<file path="src/rtl/usb_pkg.sv">
// usb_pkg: shared types and constants for the USB endpoint FIFO.
//   EP_W       - width of the endpoint number presented by the USB core
//   LEN_W      - width of the IN packet length field
//   tx_state_t - IN-side transmit state machine encoding
//   min_len    - unsigned minimum, used to clamp packet length to MAXPKT
package usb_pkg;

    localparam int EP_W  = 4;
    localparam int LEN_W = 12;

    typedef enum logic [1:0] {
        TX_IDLE,
        TX_ARM,
        TX_SEND,
        TX_DONE
    } tx_state_t;

    function automatic logic [LEN_W-1:0] min_len(input logic [LEN_W-1:0] a,
                                                 input logic [LEN_W-1:0] b);
        return (a < b) ? a : b;
    endfunction

endpackage

</file>
<file path="src/rtl/usb_fifo_ram.sv">
// usb_fifo_ram: DEPTH x 8 storage, one synchronous write port and one
// asynchronous read port. Contents are deliberately not reset.
//   clk   - write clock
//   we    - write enable
//   waddr - write address
//   wdata - write data
//   raddr - read address
//   rdata - read data (combinational from raddr)
module usb_fifo_ram #(
    parameter int DEPTH = 64,
    parameter int AW    = $clog2(DEPTH)
) (
    input  logic          clk,
    input  logic          we,
    input  logic [AW-1:0] waddr,
    input  logic [7:0]    wdata,
    input  logic [AW-1:0] raddr,
    output logic [7:0]    rdata
);

    logic [7:0] mem [0:DEPTH-1];

    always_ff @(posedge clk) begin
        if (we) begin
            mem[waddr] <= wdata;
        end
    end

    assign rdata = mem[raddr];

endmodule

</file>
<file path="src/rtl/usb_ep_fifo.sv">
// usb_ep_fifo: byte FIFO bridging one OUT endpoint (rx side) to one IN
// endpoint (tx side) of a USB device core.
//   clk, rst_n    - clock, asynchronous active-low reset
//   endpt         - endpoint currently addressed by the core
//   rxact, rxval  - OUT transaction active / rxdat valid
//   rxdat         - OUT data byte
//   rxrdy         - FIFO can accept a byte (registered)
//   txact, txpop  - IN transaction active / core consumed txdat
//   txval         - txdat holds a byte of the current packet
//   txcork        - nothing to send, core NAKs the IN token
//   txdat         - current IN byte (FIFO head)
//   txdat_len     - length of the current IN packet, held until next arm
//   level         - FIFO occupancy
//   ovf           - sticky overflow flag (byte arrived while full)
module usb_ep_fifo
    import usb_pkg::*;
#(
    parameter int DEPTH  = 64,
    parameter int EP_OUT = 2,
    parameter int EP_IN  = 2,
    parameter int MAXPKT = 64
) (
    input  logic                     clk,
    input  logic                     rst_n,
    input  logic [EP_W-1:0]          endpt,
    input  logic                     rxact,
    input  logic                     rxval,
    input  logic [7:0]               rxdat,
    output logic                     rxrdy,
    input  logic                     txact,
    input  logic                     txpop,
    output logic                     txval,
    output logic                     txcork,
    output logic [7:0]               txdat,
    output logic [LEN_W-1:0]         txdat_len,
    output logic [$clog2(DEPTH):0]   level,
    output logic                     ovf
);

    localparam int AW = $clog2(DEPTH);
    localparam int PW = AW + 1;

    localparam logic [EP_W-1:0]  EP_OUT_ID = EP_W'(EP_OUT);
    localparam logic [EP_W-1:0]  EP_IN_ID  = EP_W'(EP_IN);
    localparam logic [LEN_W-1:0] MAXPKT_L  = LEN_W'(MAXPKT);
    localparam logic [LEN_W-1:0] LEN_ONE   = LEN_W'(1);
    localparam logic [PW-1:0]    PTR_ONE   = PW'(1);
    localparam logic [PW-1:0]    DEPTH_L   = PW'(DEPTH);

    logic [PW-1:0]    wptr;
    logic [PW-1:0]    rptr;
    logic [PW-1:0]    level_next;
    logic [LEN_W-1:0] remain;
    logic [LEN_W-1:0] arm_len;
    logic [7:0]       rd_data;
    logic             txact_q;
    logic             rx_hit;
    logic             full;
    logic             empty;
    logic             push;
    logic             pop;
    logic             tx_start;
    tx_state_t        state;
    tx_state_t        state_next;

    // Extra pointer MSB distinguishes full from empty when low bits match.
    assign full     = (wptr[AW] != rptr[AW]) && (wptr[AW-1:0] == rptr[AW-1:0]);
    assign empty    = (wptr == rptr);
    assign level    = wptr - rptr;

    assign rx_hit   = rxact && rxval && (endpt == EP_OUT_ID);
    assign push     = rx_hit && !full;
    assign pop      = (state == TX_SEND) && txpop && (remain != '0);
    assign tx_start = txact && !txact_q && (endpt == EP_IN_ID);
    assign arm_len  = min_len(LEN_W'(level), MAXPKT_L);

    always_comb begin
        level_next = level;
        if (push && !pop) begin
            level_next = level + PTR_ONE;
        end else if (pop && !push) begin
            level_next = level - PTR_ONE;
        end
    end

    usb_fifo_ram #(
        .DEPTH (DEPTH),
        .AW    (AW)
    ) u_ram (
        .clk   (clk),
        .we    (push),
        .waddr (wptr[AW-1:0]),
        .wdata (rxdat),
        .raddr (rptr[AW-1:0]),
        .rdata (rd_data)
    );

    // Pointers, flags and txact edge register.
    always_ff @(posedge clk or negedge rst_n) begin
        if (!rst_n) begin
            wptr    <= '0;
            rptr    <= '0;
            ovf     <= 1'b0;
            rxrdy   <= 1'b1;
            txact_q <= 1'b0;
        end else begin
            if (push) begin
                wptr <= wptr + PTR_ONE;
            end
            if (pop) begin
                rptr <= rptr + PTR_ONE;
            end
            if (rx_hit && full) begin
                ovf <= 1'b1;
            end
            // Registered from next occupancy so rxrdy tracks the level
            // visible in the same cycle.
            rxrdy   <= (level_next != DEPTH_L);
            txact_q <= txact;
        end
    end

    // Tx state register plus packet length / remaining count.
    always_ff @(posedge clk or negedge rst_n) begin
        if (!rst_n) begin
            state     <= TX_IDLE;
            remain    <= '0;
            txdat_len <= '0;
        end else begin
            state <= state_next;
            if (state == TX_ARM) begin
                txdat_len <= arm_len;
                remain    <= arm_len;
            end else if (pop) begin
                remain <= remain - LEN_ONE;
            end
        end
    end

    always_comb begin
        state_next = state;
        txval      = 1'b0;
        txdat      = '0;
        txcork     = empty;
        case (state)
            TX_IDLE: begin
                if (tx_start) begin
                    state_next = TX_ARM;
                end
            end
            TX_ARM: begin
                state_next = (arm_len != '0) ? TX_SEND : TX_DONE;
            end
            TX_SEND: begin
                txval  = 1'b1;
                txdat  = rd_data;
                txcork = 1'b0;
                // An abort still honours a pop in the same cycle.
                if (!txact) begin
                    state_next = TX_IDLE;
                end else if (pop && (remain == LEN_ONE)) begin
                    state_next = TX_DONE;
                end
            end
            TX_DONE: begin
                if (!txact) begin
                    state_next = TX_IDLE;
                end
            end
            default: begin
                state_next = TX_IDLE;
            end
        endcase
    end

endmodule

</file>
<file path="config.mk">
export PLATFORM = sky130hd
export DESIGN_NAME = usb_ep_fifo
export DESIGN_NICKNAME = d
export VERILOG_FILES = /design/src/rtl/usb_pkg.sv /design/src/rtl/usb_fifo_ram.sv /design/src/rtl/usb_ep_fifo.sv
export SDC_FILE = /design/constraint.sdc
export NUM_CORES = 1
export LEC_CHECK = 0
export CAP_MARGIN = 10
export CELL_PAD_IN_SITES_DETAIL_PLACEMENT = 0
export CELL_PAD_IN_SITES_GLOBAL_PLACEMENT = 1
export CORE_ASPECT_RATIO = 1.4
export CORE_MARGIN = 1.5
export CORE_UTILIZATION = 52
export DETAILED_ROUTE_END_ITERATION = 12
export GPL_ROUTABILITY_DRIVEN = 0
export PLACE_DENSITY_LB_ADDON = 0.1
export SETUP_SLACK_MARGIN = 0.02
export SYNTH_ARGS = -nofsm -noshare
export SYNTH_HDL_FRONTEND = slang
export SYNTH_SLANG_ARGS = --single-unit
</file>
<file path="constraint.sdc">
create_clock -name clk -period 6.3 [get_ports clk]
set_clock_uncertainty 0.15 [all_clocks]
set_input_delay 1.26 -clock clk [delete_from_list [all_inputs] [get_ports clk]]
set_output_delay 1.26 -clock clk [all_outputs]
set_load 0.005 [all_outputs]
</file>
==> results of run 1 <==
## logic make-up (layout without fill, tap and decap cells)
kind of cell | count (synthesis) | count (layout) | share of synthesized area (%)
flip-flops | 550 | 550 | 73.81
other | 1 | 5 | 0.01695
multiplexers | 178 | 178 | 17.13
AND/OR/NAND/NOR | 185 | 185 | 3.988
buffers and inverters | 77 | 184 | 1.488
AO/OA/AOI/OAI | 45 | 45 | 1.459
adder cells (fa/ha/maj) | 14 | 14 | 0.8258
XOR/XNOR | 30 | 30 | 1.290
## power by group
group          total, uW  internal [uW]  switching (uW)
logic               2440           1270            1170
registers           4270           4040             229
clock network       2940           1640            1290
total               9640           6950            2700
## layout make-up
| cell class | count | area, um2 | share of cell area, % |
|---|---|---|---|
| clock buffer | 58 | 1303 | 5.255 |
| clock inverter | 34 | 267.8 | 1.080 |
| inverter | 20 | 75.07 | 0.3029 |
| timing repair buffer | 72 | 640.6 | 2.585 |
| tap | 546 | 683.2 | 2.756 |
| sequential | 550 | 16330 | 65.91 |
| multi-input combinational | 457 | 5480 | 22.11 |
## critical path, delay by kind of cell, from the launching register on
kind	cells	cell delay (ps)
AO/OA/AOI/OAI	1	210
flip-flops	1	910
multiplexers	3	1490
buffers and inverters	2	820
## cells in the final DEF, fill, tap and decap left out, types with 9 or more instances in the layout
| master | Yosys | layout |
|---|---|---|
| edfxtp_1 | 512 | 512 |
| mux4_2 | 160 | 160 |
| nor2_1 | 89 | 89 |
| clkbuf_16 | 0 | 51 |
| nand2_1 | 38 | 38 |
| dfrtp_1 | 37 | 35 |
| clkdlybuf4s50_1 | 0 | 34 |
| buf_4 | 6 | 26 |
| clkinv_1 | 1 | 19 |
| inv_1 | 17 | 17 |
| xnor2_1 | 17 | 17 |
| mux2i_1 | 17 | 17 |
| o22ai_1 | 15 | 15 |
| ha_1 | 13 | 13 |
| o21ai_0 | 11 | 11 |
| xor2_1 | 10 | 10 |
| nand3_1 | 9 | 9 |
| buf_2 | 14 | 9 |
## path summary, 6_finish.rpt
path / from / endpoint / slack, ps
setup / recovery: rptr[0]$_DFFE_PN0P_ / txdat[1] / 820
min in group asynchronous: rst_n / txdat_len[6]$_DFFE_PN0P_ / 660
setup reg to reg: rptr[1]$_DFFE_PN0P_ / u_ram.mem[31][5]$_DFFE_PP_ / 2120
hold reg to reg: ovf$_DFFE_PN0P_ / ovf$_DFFE_PN0P_ / 320
hold / removal: ovf$_DFFE_PN0P_ / ovf$_DFFE_PN0P_ / 320
max in group asynchronous: rst_n / rptr[0]$_DFFE_PN0P_ / 4670
## sequential cells by signal, indices dropped and copies added (netlist names)
name / cells
u_ram.mem: 512
state: 2
txact_q: 1
wptr: 7
txdat_len: 7
remain: 12
rxrdy: 1
ovf: 1
rptr: 7
## through the flow
| stage | worst slack [ps] | utilization (%) | cell area [um2] | hold slack [ps] | cells |
|---|---|---|---|---|---|
| detailed placement | 1406 | 55.15 | 23210 | 304.5 | 1645 |
| floorplan | 2485 | - | 22140 | 311.7 | 1084 |
| CTS | 776.7 | 58.88 | 24780 | 318.8 | 1737 |
| global route | 646.7 | 58.88 | 24780 | 342.5 | 1737 |
| finish | 817.9 | 58.88 | 24780 | 318.5 | 1737 |
| global placement | 1381 | 55.15 | 23210 | 300.9 | 1645 |
## per-layer routing
metal  GRT usage, %  wire length, um
met1          31.29            19470
met2          38.47            24410
met3          3.121             2651
met5              0               10
met4          6.846             1255
==> impl_results.md, run 1 <==
* Status: finished, final reports clean
* Period minus WS final at around 5500 ps
* Yosys top cell area share at a little over two thirds
* Synth top area cells: edfxtp_1 70%, mux4_2 16%, dfrtp_1 4.2%
* Die width at about 180 um
* Leading area contributor after synthesis: edfxtp_1
* Sink Count at 550
* Worst vdd ir at 285.8 uV
* Critical path, cell by cell: buf_12, mux4_2, mux4_2, mux2i_1, o22ai_1, clkdlybuf4s50_1
* CP arrival at ~4100 ps
* Count leader, synth: edfxtp_1
* Vias in the first global route at between 10000 and 15000
* Max stage delay cell, worst path: dfrtp_4
* Hold Vio Cnt, Final at 0
* Total wire length at ~48 mm
* Setup TNS at 0 ps
* Routed Antenna Nets at 0
* Final period util at between 80 and 90%
* Root buf cell: clkbuf_16
* Post-synth EDFFs at just over 500
* First-pass GRT wire length at a little over 70 mm
* Final Max Slew Viols at 0
* # diodes at 0
* DR vias/cell at around 6
* Largest net degree at the start of global routing at around 70
* Hold-fix buffers at CTS at 0
* CTS tree: built
* Delay of the slowest critical-path stage at ~900 ps
* Initial antenna violation count at 1
* Post-Syn Instances at about 1100
* Initial Util at between 50% and 60%
* Seq/Total Area, Yosys at 73.81%
* Top Ports at 49
* FF+latch count, synth at between 500 and 600
* Post-DP HPWL at between 20 and 30 mm
* Max Fclk at around 180 MHz
* First-pass iteration count of the detailed router at 5
* Area Overhead vs Synth at 12.04%
* Hold path depth at 1
* Total GRT Usage at a little under a quarter
* Setup crit start kind: flop
* R2R cell count at 7
* PortBufs at 43
* PwrDens at roughly 400 nW/um2
* Worst EP required at approximately 4900 ps
* Clock Latency Late Sink at a little under 600 ps
* # setup viols final at 0
* Number of remaining DRC errors at 0
* Die area at between 40000 and 50000 um2
* Maxcap violations at 0
* Post-CTS sizing at 0
* Nature of the critical path endpoint: primary output
* H-Tree Depth at 2
* Most used cell, CP: mux4_2
* Leakage at 0.007918 uW
* Least-Margin Pin Slew at ~1200 ps
* Inserted Clock Buffers at 51
* # fillers at roughly 3100
* Crit-path max FO at 35
* Post-synth top cells: 512 x edfxtp_1, 160 x mux4_2, 89 x nor2_1, 38 x nand2_1, 37 x dfrtp_1
* Count of cell types in the netlist at 57
* Vias at approximately 10000
* Crit path kind: reg -> out
* Layout Nets at approximately 1200
* Row Count at 89
* Asr flop ratio synth at between 6 and 7%
* Gr ovfl total at 0
* Share of cells above drive strength 1 at 24.18%
* Post-Syn Area per Cell at just over 20 um2
* Worst slew margin at 19.77%
* CORE AREA at 42090 um2
* Total power at about 9600 uW
* Primary FF master, synth: edfxtp_1
* Yosys warnings at 0
* Worst hold path type: reg -> reg
* CTS Buffer Depth at 3
* Postcts setup bufs at 0
* Die Y at 247.0 um
* Reg clk slew, reported paths at around 60 ps
* Unrepaired setup endpoints after global routing: no
* Number of DRC markers in iteration 0 at between 800 and 900
* WL per Instance at approximately 28 um
* Syn Std Cell Area at about 22000 um2
(Power assumes the default switching activity.)
==> inputs of run 2 (changes only) <==
--- a/config.mk
+++ b/config.mk
@@ -8,7 +8,6 @@
 export CAP_MARGIN = 10
 export CELL_PAD_IN_SITES_DETAIL_PLACEMENT = 0
 export CELL_PAD_IN_SITES_GLOBAL_PLACEMENT = 1
-export CORE_ASPECT_RATIO = 1.4
 export CORE_MARGIN = 1.5
 export CORE_UTILIZATION = 52
 export DETAILED_ROUTE_END_ITERATION = 12
==> run 2 against run 1 <==
- sequential share of layout area shrank 0.14 points
- clock-buffer cell count rose by 19
- sequential power is 0.9% lower
- via count fell by 0.30%
- die area about the same
- critical path depth did not move
==> impl_results.md, run 2 (same netlist as run 1, synthesis figures left out) <==
* Status: finished, final reports clean
* Die Y at 209.3 um
* Worst vdd ir at 255.6 uV
* Area Overhead vs Synth at 12.28%
* Unrepaired setup endpoints after global routing: no
* Clock Latency Late Sink at roughly 600 ps
* Layout Nets at about 1200
* Hold path startpoint: ovf$_DFFE_PN0P_
* Reg clk slew, reported paths at 60 ps
* Setup crit start kind: flop
* Total GRT Usage at 22.42%
* Maxcap violations at 0
* Nature of the critical path endpoint: primary output
* WL per Instance at 27.53 um
* Period minus WS final at roughly 5300 ps
* Post-DP HPWL at just under 30 mm
* PwrDens at approximately 400 nW/um2
* # setup viols final at 0
* Die width at 209.3 um
* Core Util, Final at 59.21%
* Buffers & Inverters on Critical Path at 2
* Post-CTS sizing at 0
* Inserted Clock Buffers at 55
* Max reg flops at between 500 and 600
* # fillers at around 3000
* Largest net degree at the start of global routing at 65
* Die area at ~44000 um2
* Commonest non-fill, non-tap cells in the layout: 512 x edfxtp_1, 160 x mux4_2, 89 x nor2_1, 57 x clkbuf_16, 38 x nand2_1
* CP arrival at 3940 ps
* Reg-to-reg critical path startpoint: rptr[1]$_DFFE_PN0P_
* Share of cells above drive strength 1 at between 20% and 30%
* CTS Buffer Depth at 3
* Most used cell, CP: mux4_2
* Number of remaining DRC errors at 0
* Initial Util at 52.74%
* Setup TNS at 0 ps
* Max Fclk at between 150 and 200 MHz
* Leakage at between 0.007 and 0.008 uW
* Delay of the slowest critical-path stage at approximately 1000 ps
* Number of DRC markers in iteration 0 at between 800 and 900
* Commonest non-fill, non-tap cell in the layout: edfxtp_1
* Critical path's top delay family: multiplexers
* Vias in the first global route at around 11000
* Root buf cell: clkbuf_16
* Most flops, register: u_ram.mem
* Vias at 10440
* Worst EP required at ~4900 ps
* Top Ports at between 40 and 50
* Gr ovfl total at 0
* Setup crit start: rptr[1]$_DFFE_PN0P_
* First-pass GRT wire length at ~71 mm
* H-Tree Depth at 2
* Worst hold path type: reg -> reg
* Hold Vio Cnt, Final at 0
* Postcts setup bufs at 0
* Crit path kind: reg -> out
* Sequential cell area at roughly 16000 um2
* Hold-fix buffers at CTS at 0
* Total wire length at roughly 47 mm
* Worst slew margin at around 29%
* Final Max Slew Viols at 0
* CTS tree: built
* Sink Count at between 500 and 600
* First-pass iteration count of the detailed router at 5
* DR vias/cell at about 6.1
* Final period util at 84.87%
* CORE AREA at roughly 42000 um2
* PortBufs at between 40 and 50
* Routed Antenna Nets at 0
* Row Count at between 70 and 80
* Least-Margin Pin Slew at ~1100 ps
* Fin area at approximately 25000 um2
* # diodes at 0
* Hold_ws at roughly 320 ps
* Area after DPL at 23110 um2
* Initial antenna violation count at 0
* Critical path, cell by cell: buf_4, mux4_2, mux4_2, mux2i_1, o22ai_1, clkdlybuf4s50_1
* Max stage delay cell, worst path: dfrtp_4
* Crit-path max FO at 57
* Area of the multi-input gates at about 5500 um2
* Biggest regs: u_ram.mem (512), remain (12)
==> run 2: cell types whose count changed in the layout (fill, tap and decap cells not counted), moves of 5 or more <==
cell        change
clkbuf_1       +13
buf_4          -12
clkinv_1       -12
clkbuf_16       +6
clkinv_2        +5
clkinvlp_4      -5
==> run 2: final cells by class <==
type / instances / area share (%)
sequential: 550 / 65.76
multi-input combinational: 457 / 22.06
clock buffer: 77 / 6.045
tap: 539 / 2.715
timing repair buffer: 60 / 2.217
clock inverter: 22 / 0.8916
inverter: 20 / 0.3023
==> run 2: path summary, 6_finish.rpt <==
path,end,slack (ps),cells after the start
max in group asynchronous,rptr[0]$_DFFE_PN0P_,4710,1
worst max-delay path,txdat[7],950,6
worst max register to register,u_ram.mem[7][1]$_DFFE_PP_,1990,7
worst min-delay path,ovf$_DFFE_PN0P_,320,1
min in group asynchronous,ovf$_DFFE_PN0P_,620,1
worst min register to register,ovf$_DFFE_PN0P_,320,1
==> run 2: worst register-to-register path, cell delays in order (launching register included) <==
cell	delay (ps)
dfrtp_4	1010
inv_1	170
ha_1	370
nand2_1	170
o311ai_4	170
nor2_1	260
nand3_1	620
nor2_1	1010
==> run 2: report_power, final <==
part           switching, uW  leakage [uW]  total (uW)  internal (uW)
clock network           1330      0.000845        3160           1820
registers                190       0.00509        4230           4040
logic                   1240       0.00201        2490           1260
total                   2760       0.00794        9880           7120
==> run 2: per-stage QoR <==
stage,setup slack [ps],std cells,power [uW]
floorplan,2485,1084,6004
global placement,1462,1626,6849
detailed placement,1420,1626,6856
CTS,850.3,1725,9997
global route,759.9,1725,10270
finish,953.5,1725,9882
==> run 2: routing by layer <==
layer	track usage, %	wire (um)	part of all wire (%)	up-vias
met5	0	0	0	-
met3	3.471	2676	5.6	62
met1	31.67	20070	42	5512
met2	37.06	23860	50	327
met4	5.897	877	1.8	0
li1	-	-	-	4537
==> inputs of run 3 (changes only) <==
--- a/config.mk
+++ b/config.mk
@@ -9,7 +9,7 @@
 export CELL_PAD_IN_SITES_DETAIL_PLACEMENT = 0
 export CELL_PAD_IN_SITES_GLOBAL_PLACEMENT = 1
 export CORE_MARGIN = 1.5
-export CORE_UTILIZATION = 52
+export CORE_UTILIZATION = 49
 export DETAILED_ROUTE_END_ITERATION = 12
 export GPL_ROUTABILITY_DRIVEN = 0
 export PLACE_DENSITY_LB_ADDON = 0.1
==> constraint.sdc (replaced) <==
create_clock -name clk -period 4.6 [get_ports clk]
set_clock_uncertainty 0.15 [all_clocks]
set_input_delay 0.92 -clock clk [delete_from_list [all_inputs] [get_ports clk]]
set_output_delay 0.92 -clock clk [all_outputs]
set_load 0.005 [all_outputs]
==> run 3 against run 2 <==
- sequential cell count unchanged
- total power increased by 44%
- clock-buffer cell count decreased by 6
- wire length increased by 7.2%
- sequential share of layout area decreased by 3.0 points
- first-iteration DRC count increased by 24%
- global-route usage increased by 0.16 points
- combinational power increased by 67%
- highest routed layer is now met5
==> impl_results.md, run 3 (same netlist as run 1, synthesis figures left out) <==
* Setup crit start kind: flop
* Initial Util at between 40 and 50%
* Hold_ws at 272.8 ps
* Initial antenna violation count at 2
* # diodes at 0
* First-pass iteration count of the detailed router at 5
* Post-DP HPWL at about 32 mm
* Setup ws final at slightly below 60 ps
* Worst slew margin at 18.35%
* Routed Antenna Nets at 0
* DR vias/cell at a little under 6
* Max Fclk at about 220 MHz
* Crit path kind: reg -> out
* H-Tree Depth at 2
* Largest net degree at the start of global routing at 65
* Share of cells above drive strength 1 at a little under a third
* Final period util at just under 100%
* Reg clk slew, reported paths at around 70 ps
* Core Util, Final at about three fifths
* Die Y at ~220 um
* WL per Instance at 26.82 um
* Status: finished, final reports clean
* Gr ovfl total at 0
* Number of remaining DRC errors at 0
* Row Count at 77
* Commonest non-fill, non-tap cell in the layout: edfxtp_1
* Final Max Slew Viols at 0
* Worst vdd ir at around 400 uV
* Reg-to-reg endpoint: rxrdy$_DFF_PN1_
* Inserted Clock Buffers at 56
* Vias in the first global route at between 10000 and 15000
* Nature of the critical path endpoint: primary output
* Reg-to-reg critical path startpoint: rptr[0]$_DFFE_PN0P_
* Vias at around 11000
* Area Overhead vs Synth at 17.69%
* Biggest regs: u_ram.mem (512), remain (12)
* Worst R2R Setup Slack at between 1000 and 1500 ps
* PwrDens at 545.0 nW/um2
* Layout Nets at around 1300
* Maxcap violations at 0
* Unrepaired setup endpoints after global routing: yes
* PortBufs at between 40 and 50
* Period minus WS final at 4542 ps
* # setup viols final at 0
* Die width at 215.5 um
* Post-Place Setup Slack at around 340 ps
* Root buf cell: clkbuf_16
* Least-Margin Pin Slew at around 1200 ps
* Die area at ~46000 um2
* Worst EP required at about 3500 ps
* Max reg flops at 512
* Worst hold path type: in -> async
* Leakage at approximately 0.0086 uW
* Most flops, register: u_ram.mem
* Total wire length at around 50 mm
* Clock Latency Late Sink at roughly 620 ps
* Top Ports at 49
* Crit-path max FO at 8
* CORE AREA at roughly 44000 um2
* Total GRT Usage at a little under a quarter
* First-pass GRT wire length at roughly 76 mm
* Commonest non-fill, non-tap cells in the layout: 512 x edfxtp_1, 160 x mux4_2, 115 x buf_4, 89 x nor2_1, 56 x clkbuf_16
* CTS Buffer Depth at 3
* CTS tree: built
* R2R cell count at 11
* Number of DRC markers in iteration 0 at 1107
* Fin area at around 26000 um2
* # fillers at 3253
* Hold Vio Cnt, Final at 0
* CP arrival at approximately 3500 ps
* Area after DPL at about 24000 um2
* Sink Count at 550
-- run 3: cell types whose count changed in the layout (fill, tap and decap cells not counted), moves of 3 or more --
cell        before  now
clkinv_1         7   12
buf_12           3   15
mux2i_1         17   10
buf_4           14  115
mux2i_4          0    3
clkbuf_1        20   15
clkinvlp_4       0    4
mux2i_2          0    4
-- run 3: worst max path at each step --
stage | from | to | slack [ps] | cells past startpoint
2_1_floorplan | rptr[3]$_DFFE_PN0P_ | level[6] | 1120 | 10
3_3_place_gp | rptr[0]$_DFFE_PN0P_ | txdat[4] | 360 | 6
3_5_place_dp | rptr[0]$_DFFE_PN0P_ | txdat[4] | 340 | 6
4_1_cts | rptr[0]$_DFFE_PN0P_ | txdat[2] | 20 | 6
5_1_grt | rptr[0]$_DFFE_PN0P_ | level[6] | -10 | 10
6_report | rptr[0]$_DFFE_PN0P_ | txdat[2] | 60 | 6
-- run 3: repair_timing --
item,in CTS,in global routing
endpoints found under the setup margin,10,9
setup buffers,13,10
gates resized for setup,11,5
hold buffers,0,0
pin swaps,2,2
-- run 3: critical path, cell delays in order (launching register included) --
cell	delay (ps)
dfrtp_4	560
buf_4	230
mux4_2	560
mux4_2	550
mux2i_2	310
o22ai_1	160
clkdlybuf4s50_1	480
-- run 3: metrics by stage --
| step | total power, uW | setup TNS, ps | std cells |
|---|---|---|---|
| 2_1_floorplan | 8223 | 0 | 1084 |
| 3_3_place_gp | 9694 | 0 | 1770 |
| 3_5_place_dp | 9707 | 0 | 1770 |
| 4_1_cts | 14240 | 0 | 1888 |
| 5_1_grt | 14740 | -24.50 | 1899 |
| 6_report | 14190 | 0 | 1899 |
-- run 3: report_power, final --
| group | switching (uW) | internal (uW) |
|---|---|---|
| Sequential | 111 | 5540 |
| Clock | 1900 | 2480 |
| Combinational | 2050 | 2110 |
| Total | 4070 | 10100 |
-- run 3: final cells by class --
class,instances,area [um2],area share (%)
multi-input combinational,457,5543,21.29
timing repair buffer,175,1580,6.070
tap,592,740.7,2.845
sequential,550,16330,62.74
clock inverter,34,302.8,1.163
clock buffer,71,1458,5.599
inverter,20,75.07,0.2884
-- run 3: routing by layer --
metal,wire length [um],vias up,track usage [%]
li1,-,4776,-
met1,23120,5854,34.13
met2,23590,307,33.99
met3,2955,76,3.989
met4,1241,2,6.876
met5,13,-,0
